## config.mk

```make
export PLATFORM = sky130hd
export DESIGN_NAME = spi_chip_responder
export DESIGN_NICKNAME = d
export VERILOG_FILES = /design/src/rtl/spi_chip_pkg.sv /design/src/rtl/spi_edge_sync.sv /design/src/rtl/spi_chip_responder.sv
export SDC_FILE = /design/constraint.sdc
export NUM_CORES = 2
export LEC_CHECK = 0
export CAP_MARGIN = 20
export CORE_ASPECT_RATIO = 1.1
export CORE_UTILIZATION = 35
export DETAILED_ROUTE_END_ITERATION = 7
export GPL_ROUTABILITY_DRIVEN = 0
export PLACE_DENSITY = 0.5
export SYNTH_ARGS = -nofsm -noshare
export SYNTH_HDL_FRONTEND = slang
export SYNTH_SLANG_ARGS = --single-unit
```

## constraint.sdc

```tcl
create_clock -name clk -period 9 [get_ports clk]
set_input_delay 2.7 -clock clk [delete_from_list [all_inputs] [get_ports clk]]
set_output_delay 2.7 -clock clk [all_outputs]
set_load 0.01 [all_outputs]
```

## src/rtl/spi_chip_pkg.sv

```systemverilog
// rtl/spi_chip_pkg.sv - opcodes and FSM state type for the SPI chip responder
package spi_chip_pkg;

    localparam logic [7:0] OP_WRITE = 8'h01;
    localparam logic [7:0] OP_READ  = 8'h02;

    typedef enum logic [2:0] {
        IDLE,
        CMD,
        W_ADDR,
        W_DATA,
        R_ADDR,
        R_COUNT,
        R_DATA,
        DROP
    } resp_state_t;

endpackage

```

## src/rtl/spi_edge_sync.sv

```systemverilog
// rtl/spi_edge_sync.sv - 2-FF synchronizers for spi_clk/mosi with rise/fall pulses
module spi_edge_sync (
    input  logic clk,
    input  logic rstn,
    input  logic spi_clk,
    input  logic mosi,
    output logic spi_rise,
    output logic spi_fall,
    output logic mosi_sync
);

    // [0] metastable stage, [1] synchronized, [2] previous synchronized value
    logic [2:0] sclk_q, sclk_d;
    logic [1:0] mosi_q, mosi_d;

    always_comb begin
        sclk_d = {sclk_q[1:0], spi_clk};
        mosi_d = {mosi_q[0], mosi};
    end

    always_ff @(posedge clk or negedge rstn) begin
        if (!rstn) begin
            sclk_q <= '0;
            mosi_q <= '0;
        end else begin
            sclk_q <= sclk_d;
            mosi_q <= mosi_d;
        end
    end

    assign spi_rise  = sclk_q[1] & ~sclk_q[2];
    assign spi_fall  = ~sclk_q[1] & sclk_q[2];
    assign mosi_sync = mosi_q[1];

endmodule

```

## src/rtl/spi_chip_responder.sv

```systemverilog
// rtl/spi_chip_responder.sv - chip-side SPI responder: frame decode, register file, miso serializer
module spi_chip_responder
    import spi_chip_pkg::*;
#(
    parameter int         N_REGS       = 256,
    parameter int         IDLE_TIMEOUT = 64,
    parameter logic [7:0] RESET_VAL    = 8'h00
) (
    input  logic       clk,
    input  logic       rstn,
    input  logic       spi_clk,
    input  logic       mosi,
    output logic       miso,
    input  logic [7:0] dbg_addr,
    output logic [7:0] dbg_data,
    output logic       wr_strobe,
    output logic       frame_done,
    output logic       frame_error
);

    localparam int AW = (N_REGS > 1) ? $clog2(N_REGS) : 1;
    localparam int TW = $clog2(IDLE_TIMEOUT + 1);
    localparam logic [TW-1:0] TO_MAX = TW'(IDLE_TIMEOUT);

    logic spi_rise, spi_fall, mosi_s;

    spi_edge_sync u_edge_sync (
        .clk       (clk),
        .rstn      (rstn),
        .spi_clk   (spi_clk),
        .mosi      (mosi),
        .spi_rise  (spi_rise),
        .spi_fall  (spi_fall),
        .mosi_sync (mosi_s)
    );

    resp_state_t    state_q, state_d;
    logic [2:0]     bit_cnt_q, bit_cnt_d;
    logic [7:0]     rx_sh_q, rx_sh_d;
    logic [AW-1:0]  addr_q, addr_d;
    logic [7:0]     count_q, count_d;
    logic [7:0]     tx_sh_q, tx_sh_d;
    logic [2:0]     tx_bit_q, tx_bit_d;
    logic           first_fall_q, first_fall_d;
    logic [TW-1:0]  idle_cnt_q, idle_cnt_d;
    logic           miso_q, miso_d;
    logic           wr_strobe_q, wr_strobe_d;
    logic           frame_done_q, frame_done_d;
    logic           frame_error_q, frame_error_d;
    logic [7:0]     wr_data_q, wr_data_d;
    logic [7:0]     mem_q [N_REGS];

    logic [7:0]    rx_byte;
    logic          deser_on;
    logic          byte_done;
    logic          timeout;
    logic [AW-1:0] addr_next;
    logic [7:0]    next_byte;
    logic [7:0]    first_byte;

    assign rx_byte    = {rx_sh_q[6:0], mosi_s};
    assign deser_on   = (state_q != R_DATA) && (state_q != DROP);
    assign byte_done  = deser_on && spi_rise && (bit_cnt_q == 3'd7);
    assign timeout    = (idle_cnt_q == TO_MAX) && (state_q != IDLE) && !(spi_rise || spi_fall);
    assign addr_next  = addr_q + AW'(1);
    assign next_byte  = mem_q[addr_next];
    assign first_byte = mem_q[addr_q];

    always_comb begin
        state_d       = state_q;
        bit_cnt_d     = bit_cnt_q;
        rx_sh_d       = rx_sh_q;
        addr_d        = addr_q;
        count_d       = count_q;
        tx_sh_d       = tx_sh_q;
        tx_bit_d      = tx_bit_q;
        first_fall_d  = first_fall_q;
        miso_d        = miso_q;
        wr_data_d     = wr_data_q;
        wr_strobe_d   = 1'b0;
        frame_done_d  = 1'b0;
        frame_error_d = 1'b0;

        if (spi_rise || spi_fall) begin
            idle_cnt_d = '0;
        end else if (idle_cnt_q != TO_MAX) begin
            idle_cnt_d = idle_cnt_q + TW'(1);
        end else begin
            idle_cnt_d = idle_cnt_q;
        end

        if (deser_on && spi_rise) begin
            rx_sh_d   = rx_byte;
            bit_cnt_d = bit_cnt_q + 3'd1;
        end

        case (state_q)
            IDLE: begin
                if (spi_rise) state_d = CMD;
            end
            CMD: begin
                if (byte_done) begin
                    if (rx_byte == OP_WRITE) begin
                        state_d = W_ADDR;
                    end else if (rx_byte == OP_READ) begin
                        state_d = R_ADDR;
                    end else begin
                        state_d       = DROP;
                        frame_error_d = 1'b1;
                    end
                end
            end
            W_ADDR: begin
                if (byte_done) begin
                    addr_d  = rx_byte[AW-1:0];
                    state_d = W_DATA;
                end
            end
            W_DATA: begin
                if (byte_done) begin
                    wr_data_d    = rx_byte;
                    wr_strobe_d  = 1'b1;
                    frame_done_d = 1'b1;
                    state_d      = IDLE;
                end
            end
            R_ADDR: begin
                if (byte_done) begin
                    addr_d  = rx_byte[AW-1:0];
                    state_d = R_COUNT;
                end
            end
            R_COUNT: begin
                if (byte_done) begin
                    if (rx_byte == 8'h00) begin
                        frame_done_d = 1'b1;
                        state_d      = IDLE;
                    end else begin
                        count_d      = rx_byte;
                        tx_sh_d      = first_byte;
                        miso_d       = first_byte[7];
                        tx_bit_d     = 3'd0;
                        first_fall_d = 1'b1;
                        state_d      = R_DATA;
                    end
                end
            end
            R_DATA: begin
                // The trailing fall of the count byte must not shift: MSB is already on miso.
                if (spi_fall && first_fall_q) begin
                    first_fall_d = 1'b0;
                end else if (spi_fall) begin
                    if (tx_bit_q == 3'd7) begin
                        if (count_q == 8'd1) begin
                            frame_done_d = 1'b1;
                            miso_d       = 1'b0;
                            state_d      = IDLE;
                        end else begin
                            count_d  = count_q - 8'd1;
                            addr_d   = addr_next;
                            tx_sh_d  = next_byte;
                            miso_d   = next_byte[7];
                            tx_bit_d = 3'd0;
                        end
                    end else begin
                        tx_sh_d  = {tx_sh_q[6:0], 1'b0};
                        miso_d   = tx_sh_q[6];
                        tx_bit_d = tx_bit_q + 3'd1;
                    end
                end
            end
            DROP: begin
            end
            default: state_d = IDLE;
        endcase

        if (timeout) begin
            frame_error_d = (state_q != DROP);
            state_d       = IDLE;
            bit_cnt_d     = 3'd0;
            miso_d        = 1'b0;
            frame_done_d  = 1'b0;
            wr_strobe_d   = 1'b0;
        end
    end

    always_ff @(posedge clk or negedge rstn) begin
        if (!rstn) begin
            state_q       <= IDLE;
            bit_cnt_q     <= 3'd0;
            rx_sh_q       <= 8'h00;
            addr_q        <= '0;
            count_q       <= 8'h00;
            tx_sh_q       <= 8'h00;
            tx_bit_q      <= 3'd0;
            first_fall_q  <= 1'b0;
            idle_cnt_q    <= '0;
            miso_q        <= 1'b0;
            wr_strobe_q   <= 1'b0;
            frame_done_q  <= 1'b0;
            frame_error_q <= 1'b0;
            wr_data_q     <= 8'h00;
        end else begin
            state_q       <= state_d;
            bit_cnt_q     <= bit_cnt_d;
            rx_sh_q       <= rx_sh_d;
            addr_q        <= addr_d;
            count_q       <= count_d;
            tx_sh_q       <= tx_sh_d;
            tx_bit_q      <= tx_bit_d;
            first_fall_q  <= first_fall_d;
            idle_cnt_q    <= idle_cnt_d;
            miso_q        <= miso_d;
            wr_strobe_q   <= wr_strobe_d;
            frame_done_q  <= frame_done_d;
            frame_error_q <= frame_error_d;
            wr_data_q     <= wr_data_d;
        end
    end

    // Commit lands in the cycle wr_strobe is high; addr_q is stable since the frame has ended.
    always_ff @(posedge clk or negedge rstn) begin
        if (!rstn) begin
            for (int i = 0; i < N_REGS; i++) mem_q[i] <= RESET_VAL;
        end else if (wr_strobe_q) begin
            mem_q[addr_q] <= wr_data_q;
        end
    end

    assign miso        = miso_q;
    assign wr_strobe   = wr_strobe_q;
    assign frame_done  = frame_done_q;
    assign frame_error = frame_error_q;
    assign dbg_data    = mem_q[dbg_addr[AW-1:0]];

endmodule

```

### After elaboration in Yosys (flattened, before gate mapping)

Cells that the tools add are included.

* mux-type cells: 86
* bitwise gates (word level): 7
* add/subtract/negate cells: 5
* magnitude comparators: 4
* equality and inequality tests: 35
* reductions and logical operators: 26

Operators by type and width (number)
* $bwmux 2048: 1
* $bmux 8 s8: 3
* $mux 8: 18
* $demux 8 s8: 1
* $mux 3: 21
* $mux 7: 8
* $ne 3x3->1 const B: 14
* $pmux 8 s2: 2
* $ge 9x9->1 const B: 3
* $not 8->9: 3
* $mux 1: 25
* $pmux 3 s7: 1
* $eq 8x1->1 const B: 2
* $eq 3x3->1 const B: 5
* $ne 2x2->1 const B: 7
* $pmux 7 s2: 1
* $reduce_and 6->1: 2
* $reduce_and 11->1: 1
* $lt 9x1->1 const B: 1
* $add 8x1->8 const B: 1
* $eq 8x2->1 const B: 1
* $logic_not 8->1: 1
* $reduce_bool 2->1: 4
* $reduce_bool 8->1: 1
* 24 further kinds: 36

* output and inout port bits: 12
* register bits after elaboration: 2112
* word-level logic and storage cells: 435
* input bits: 12

### Depth between registers and ports, before layout

* depth after elaboration: 11
* mapped depth: 21
* depth with buffers taken out: 10

### Modules after synthesis

Synthesis repeated with hierarchy kept, for this count alone.

* cells, all modules: 8546
* area, all modules: 129399.1 sq um

Modules (own cells, without submodules)
* spi_chip_responder: cells each 8539, seq. area each 52725.6 sq um, area an instance 129259.0 sq um, instances 1
* spi_edge_sync: cells each 7, seq. area each 125.1 sq um, area an instance 140.1 sq um, instances 1

### Worst setup path before layout

No wires, ideal clock.

* path type: input to output
* start: in dbg_addr[1]
* end: out dbg_data[3]
* path slack: 938 ps
* cell stages on the path: 6
* buffers on the path: 2
* data required time: 6300 ps
* arrival time: 5362 ps
* cell sequence: buf_2 buf_1 mux4_2 mux4_2 mux4_2 mux4_2

* cells in the longest elaborated chain, start to end: 4

Ends and longest elaborated chain
* start: declaration: line spi_chip_responder.sv:14 `input logic [7:0] dbg_addr,`
* $not 8->9 (implied by the code): line spi_chip_responder.sv:234 `assign dbg_data = mem_q[dbg_addr[AW-1:0]];`
* $bmux 8 s8: line spi_chip_responder.sv:234
* $mux 8 (implied by the code) (2 in series): line spi_chip_responder.sv:234
* end: declaration: line spi_chip_responder.sv:15 `output logic [7:0] dbg_data,`

No other way between the ends. The select of a mux whose other input is x is not followed.

### Worst setup path in the final report

* start: in dbg_addr[1]
* end: out dbg_data[1]

The elaborated chain is that of the path after synthesis.

==> results.cfg <==
[yosys]
synth_top_cells_by_count = 2,112 x dfrtp_1, 2,075 x mux2_2, 1,677 x mux4_2
synth_cell_types = 79
synthArstFlopShare_pct = 100.0
synth-edff-count = 0
synth.yosys.warnings = 0
synth_seq_cells = 2112
mappedNetlistArea_mm2 = 0.1297
synth_most_common_cell = dfrtp_1
synth_top_cell_area_share_pct = 40.75
netlist_instances = 8644
synth_ff_type = dfrtp_1
synth.avg_cell_area_um2 = 15.01
syn_nets = 8670
part_of_the_yosys_area_used_for_sequential_elements_pct = 40.75
synth_top_cell_by_area = dfrtp_1
post_synth_main_area_contributors = dfrtp_1 41%, mux4_2 29%, mux2_2 18%

[sta]
slew_headroom_pct = -12.86
fin_crit_sh_pct = 100.4
drv_slew = 140
rsz0062_at_grt = true
post-route-min-period_ns = 9.040
worstMarginPinSlew_ns = 1.693
hold_violations_final = 0
setup_viol = 2
fin_skew_ns = 0.08242
postLayoutSetupSlackWorst_ns = -0.03967
timing.fmax_mhz = 110.6

[drt]
drt_drc_violations_left = 364
drtIter0Drc = 13270
post_detailed_route_count_of_antenna_violating_nets = 0
detail_route.vias_per_cell = 6.844
dr_total_vias = 94500
route.layer.met1.wl_um = 212900
highest-signal-layer = met5
routed_wire_length_per_instance_um = 42.78
route.met2.wl_um = 259000
detailedRoute.firstPassIterationCount = 8
routed_wirelength_um = 590700
dr_wl_met3_um = 66920

[worst_hold_path]
worstHoldStart = u_edge_sync.sclk_q[0]$_DFF_PN0_
hold-path-cell-count = 0
holdPathEnd = u_edge_sync.sclk_q[1]$_DFF_PN0_
min_path_type = flop to flop

[grt]
global_route_wire_length_before_repair_um = 816000
grt_antenna_before_repair = 76
vias_in_the_first_global_route = 92640
grt_start_max_net_pins = 193
grt_use_total_pct = 31.43
global_route.overflow_total = 0

[critical_path]
path_cells = buf_8 -> buf_12 -> buf_12 -> buf_4 -> mux4_2 -> mux4_2 -> mux4_2 -> mux4_2 -> clkdlybuf4s50_1
reg2reg_setup_slack_ns = 2.96
max_stage_delay_ns = 0.63
critical_path_required_ns = 6.30
worstRegToRegCells = 11
reg2reg_from = addr_q[0]$_DFFE_PN0P_
critPathMaxFanout = 12
timing.critical_path.to_type = output port
timing.rr.end = tx_sh_q[1]$_DFFE_PN0P_
worstSetupStartpointType = primary input
worst_path_most_repeated_cell = mux4_2
crit_arrival_ns = 6.34
crit_type = primary input to output port
critical_path.n_buffers_inverters = 5
critical-path-top-delay-family = multiplexers
slowest_stage = mux4_2

[pwr]
worst_ir_drop_vdd_mv = 0.2649
static-leakage-power_nw = 61.67
p_per_area_mw_per_mm2 = 215.0
total_power_w = 0.03159

[floorplan]
chipHeight_um = 640.5
floorplan.io_pins = 24
initial_utilization_pct = 35.13
chipWidth_um = 582.4
core_region_area_mm2 = 0.3692
rows = 234
die-area_mm2 = 0.3730

[clock_tree]
cts_made_buffers = 244
cts.hold.buffers_added = 0
clk_transition_reported_paths_ns = 0.06
clock_tree_from_tritoncts = yes
clk-insertion-delay-late_ns = 0.99
post_cts.repair.setup_buffers = 0
htree_levels = 4
tritoncts_num_sinks = 2112
cts_buffer_depth = 4
cts-root-buf = clkbuf_16

[finish]
total_area_of_multi_input_combinational_cells_mm2 = 0.07334
layout-drive-gt1-share_pct = 54.52
regArea_mm2 = 0.05290
fin_nets = 8618
non_filler_instance_count_after_layout = 13810
fillCellCount = 33850
layout-area-overhead-vs-synth_pct = 13.28

[place]
total_placed_cells_including_tap_cells = 13280
place.port_buffers = 23
hpwl_um = 417500

[job]
cap_viol_max_count = 0

[outcome]
failed_checks = design-rule violations, max-slew violations, negative setup slack
run_status = complete, but fails checks
-- layout make-up --
class	instances	area share, %
inverters	19	0.05450
clock inverters	133	1.244
well taps	4956	4.220
repair buffers	534	3.774
diodes	50	0.08515
clock buffers	322	4.710
flip-flops and latches	2112	36.00
multi-input cells	5681	49.91
-- registers in the layout, summed over array words and instances (netlist names), 7 cells and up --
signal and count:
mem_q 2048, addr_q 8, count_q 8, wr_data_q 8
idle_cnt_q 7, rx_sh_q 7, tx_sh_q 7
-- worst reg2reg max path: cells and delay by family (launching register included) --
family                 cells  cell delay, ns
AO/OA/AOI/OAI              5            2.09
flip-flops                 1            0.61
AND/OR/NAND/NOR            2            0.54
buffers and inverters      3            2.21
multiplexers               1            0.44
-- per-layer routing --
layer	vias up	global-route usage, %
li1	34590	-
met1	51180	38.20
met2	6750	46.48
met3	1921	11.15
met4	63	21.88
met5	-	1.555
-- repair_timing --
action / CTS / global route
resized for setup: 6 / 6
cloned: 1 / 1
setup endpoints to repair: 5 / 6
-- cells by family after synthesis --
family | after synthesis | share of synthesized area (%)
AO/OA/AOI/OAI | 493 | 2.723
XOR/XNOR | 16 | 0.1138
adder cells (fa/ha/maj) | 15 | 0.1428
buffers and inverters | 851 | 3.032
flip-flops | 2112 | 40.75
multiplexers | 4035 | 49.32
AND/OR/NAND/NOR | 1122 | 3.928
-- worst max-delay path by stage --
stage	to	slack, ns	startpoint	depth (start not counted)
5_1_grt	dbg_data[1]	-0.02	dbg_addr[1]	8
4_1_cts	dbg_data[7]	-0.01	dbg_addr[1]	8
3_5_place_dp	dbg_data[7]	-0.02	dbg_addr[1]	8
3_3_place_gp	dbg_data[7]	-0.02	dbg_addr[1]	8
6_report	dbg_data[1]	-0.04	dbg_addr[1]	9
2_1_floorplan	dbg_data[3]	0.94	dbg_addr[1]	6
-- metrics by stage --
| step | instance area (um^2) | utilization [%] | TNS [ns] | worst slack (ns) | hold slack, ns |
|---|---|---|---|---|---|
| after floorplan | 129700 | - | 0 | 0.9378 | 0.3312 |
| after global placement | 137200 | 37.17 | -0.02955 | -0.02014 | 0.3396 |
| after detailed placement | 137700 | 37.30 | -0.03969 | -0.01759 | 0.3402 |
| after CTS | 146500 | 39.69 | -0.02214 | -0.009702 | 0.3528 |
| after global routing | 146800 | 39.77 | -0.02285 | -0.02285 | 0.3642 |
| final | 146900 | 39.80 | -0.07228 | -0.03967 | 0.3514 |
-- power breakdown --
group          switching [W]  internal, W  total [W]
combinational        0.00746      0.00319     0.0107
clock                0.00453      0.00648     0.0110
sequential          0.000364      0.00957    0.00993
total                 0.0124       0.0192     0.0316
-- layout by cell type (no fill, tap or decap), drive strengths merged, types with 18 or more instances in the layout --
| master | Yosys | final |
|---|---|---|
| a21oi | 54 | 54 |
| nor2 | 293 | 293 |
| and3 | 30 | 30 |
| clkbuf | 439 | 326 |
| nor2b | 21 | 21 |
| buf | 393 | 513 |
| mux2 | 2075 | 2075 |
| diode | 0 | 50 |
| nor4 | 18 | 18 |
| bufinv | 0 | 37 |
| clkinv | 1 | 70 |
| o211ai | 18 | 18 |
| mux4 | 1677 | 1677 |
| nand2b | 19 | 19 |
| nand4 | 41 | 41 |
| mux2i | 283 | 283 |
| a221oi | 38 | 38 |
| o22ai | 33 | 33 |
| a211oi | 22 | 22 |
| nand3 | 171 | 171 |
| a311oi | 24 | 24 |
| a31oi | 37 | 37 |
| o21ai | 68 | 68 |
| dfrtp | 2112 | 2112 |
| a22oi | 85 | 85 |
| nor3 | 36 | 36 |
| nand2 | 420 | 420 |
| clkinvlp | 0 | 22 |
| inv | 18 | 23 |
Power figures use the tool's default switching activity.
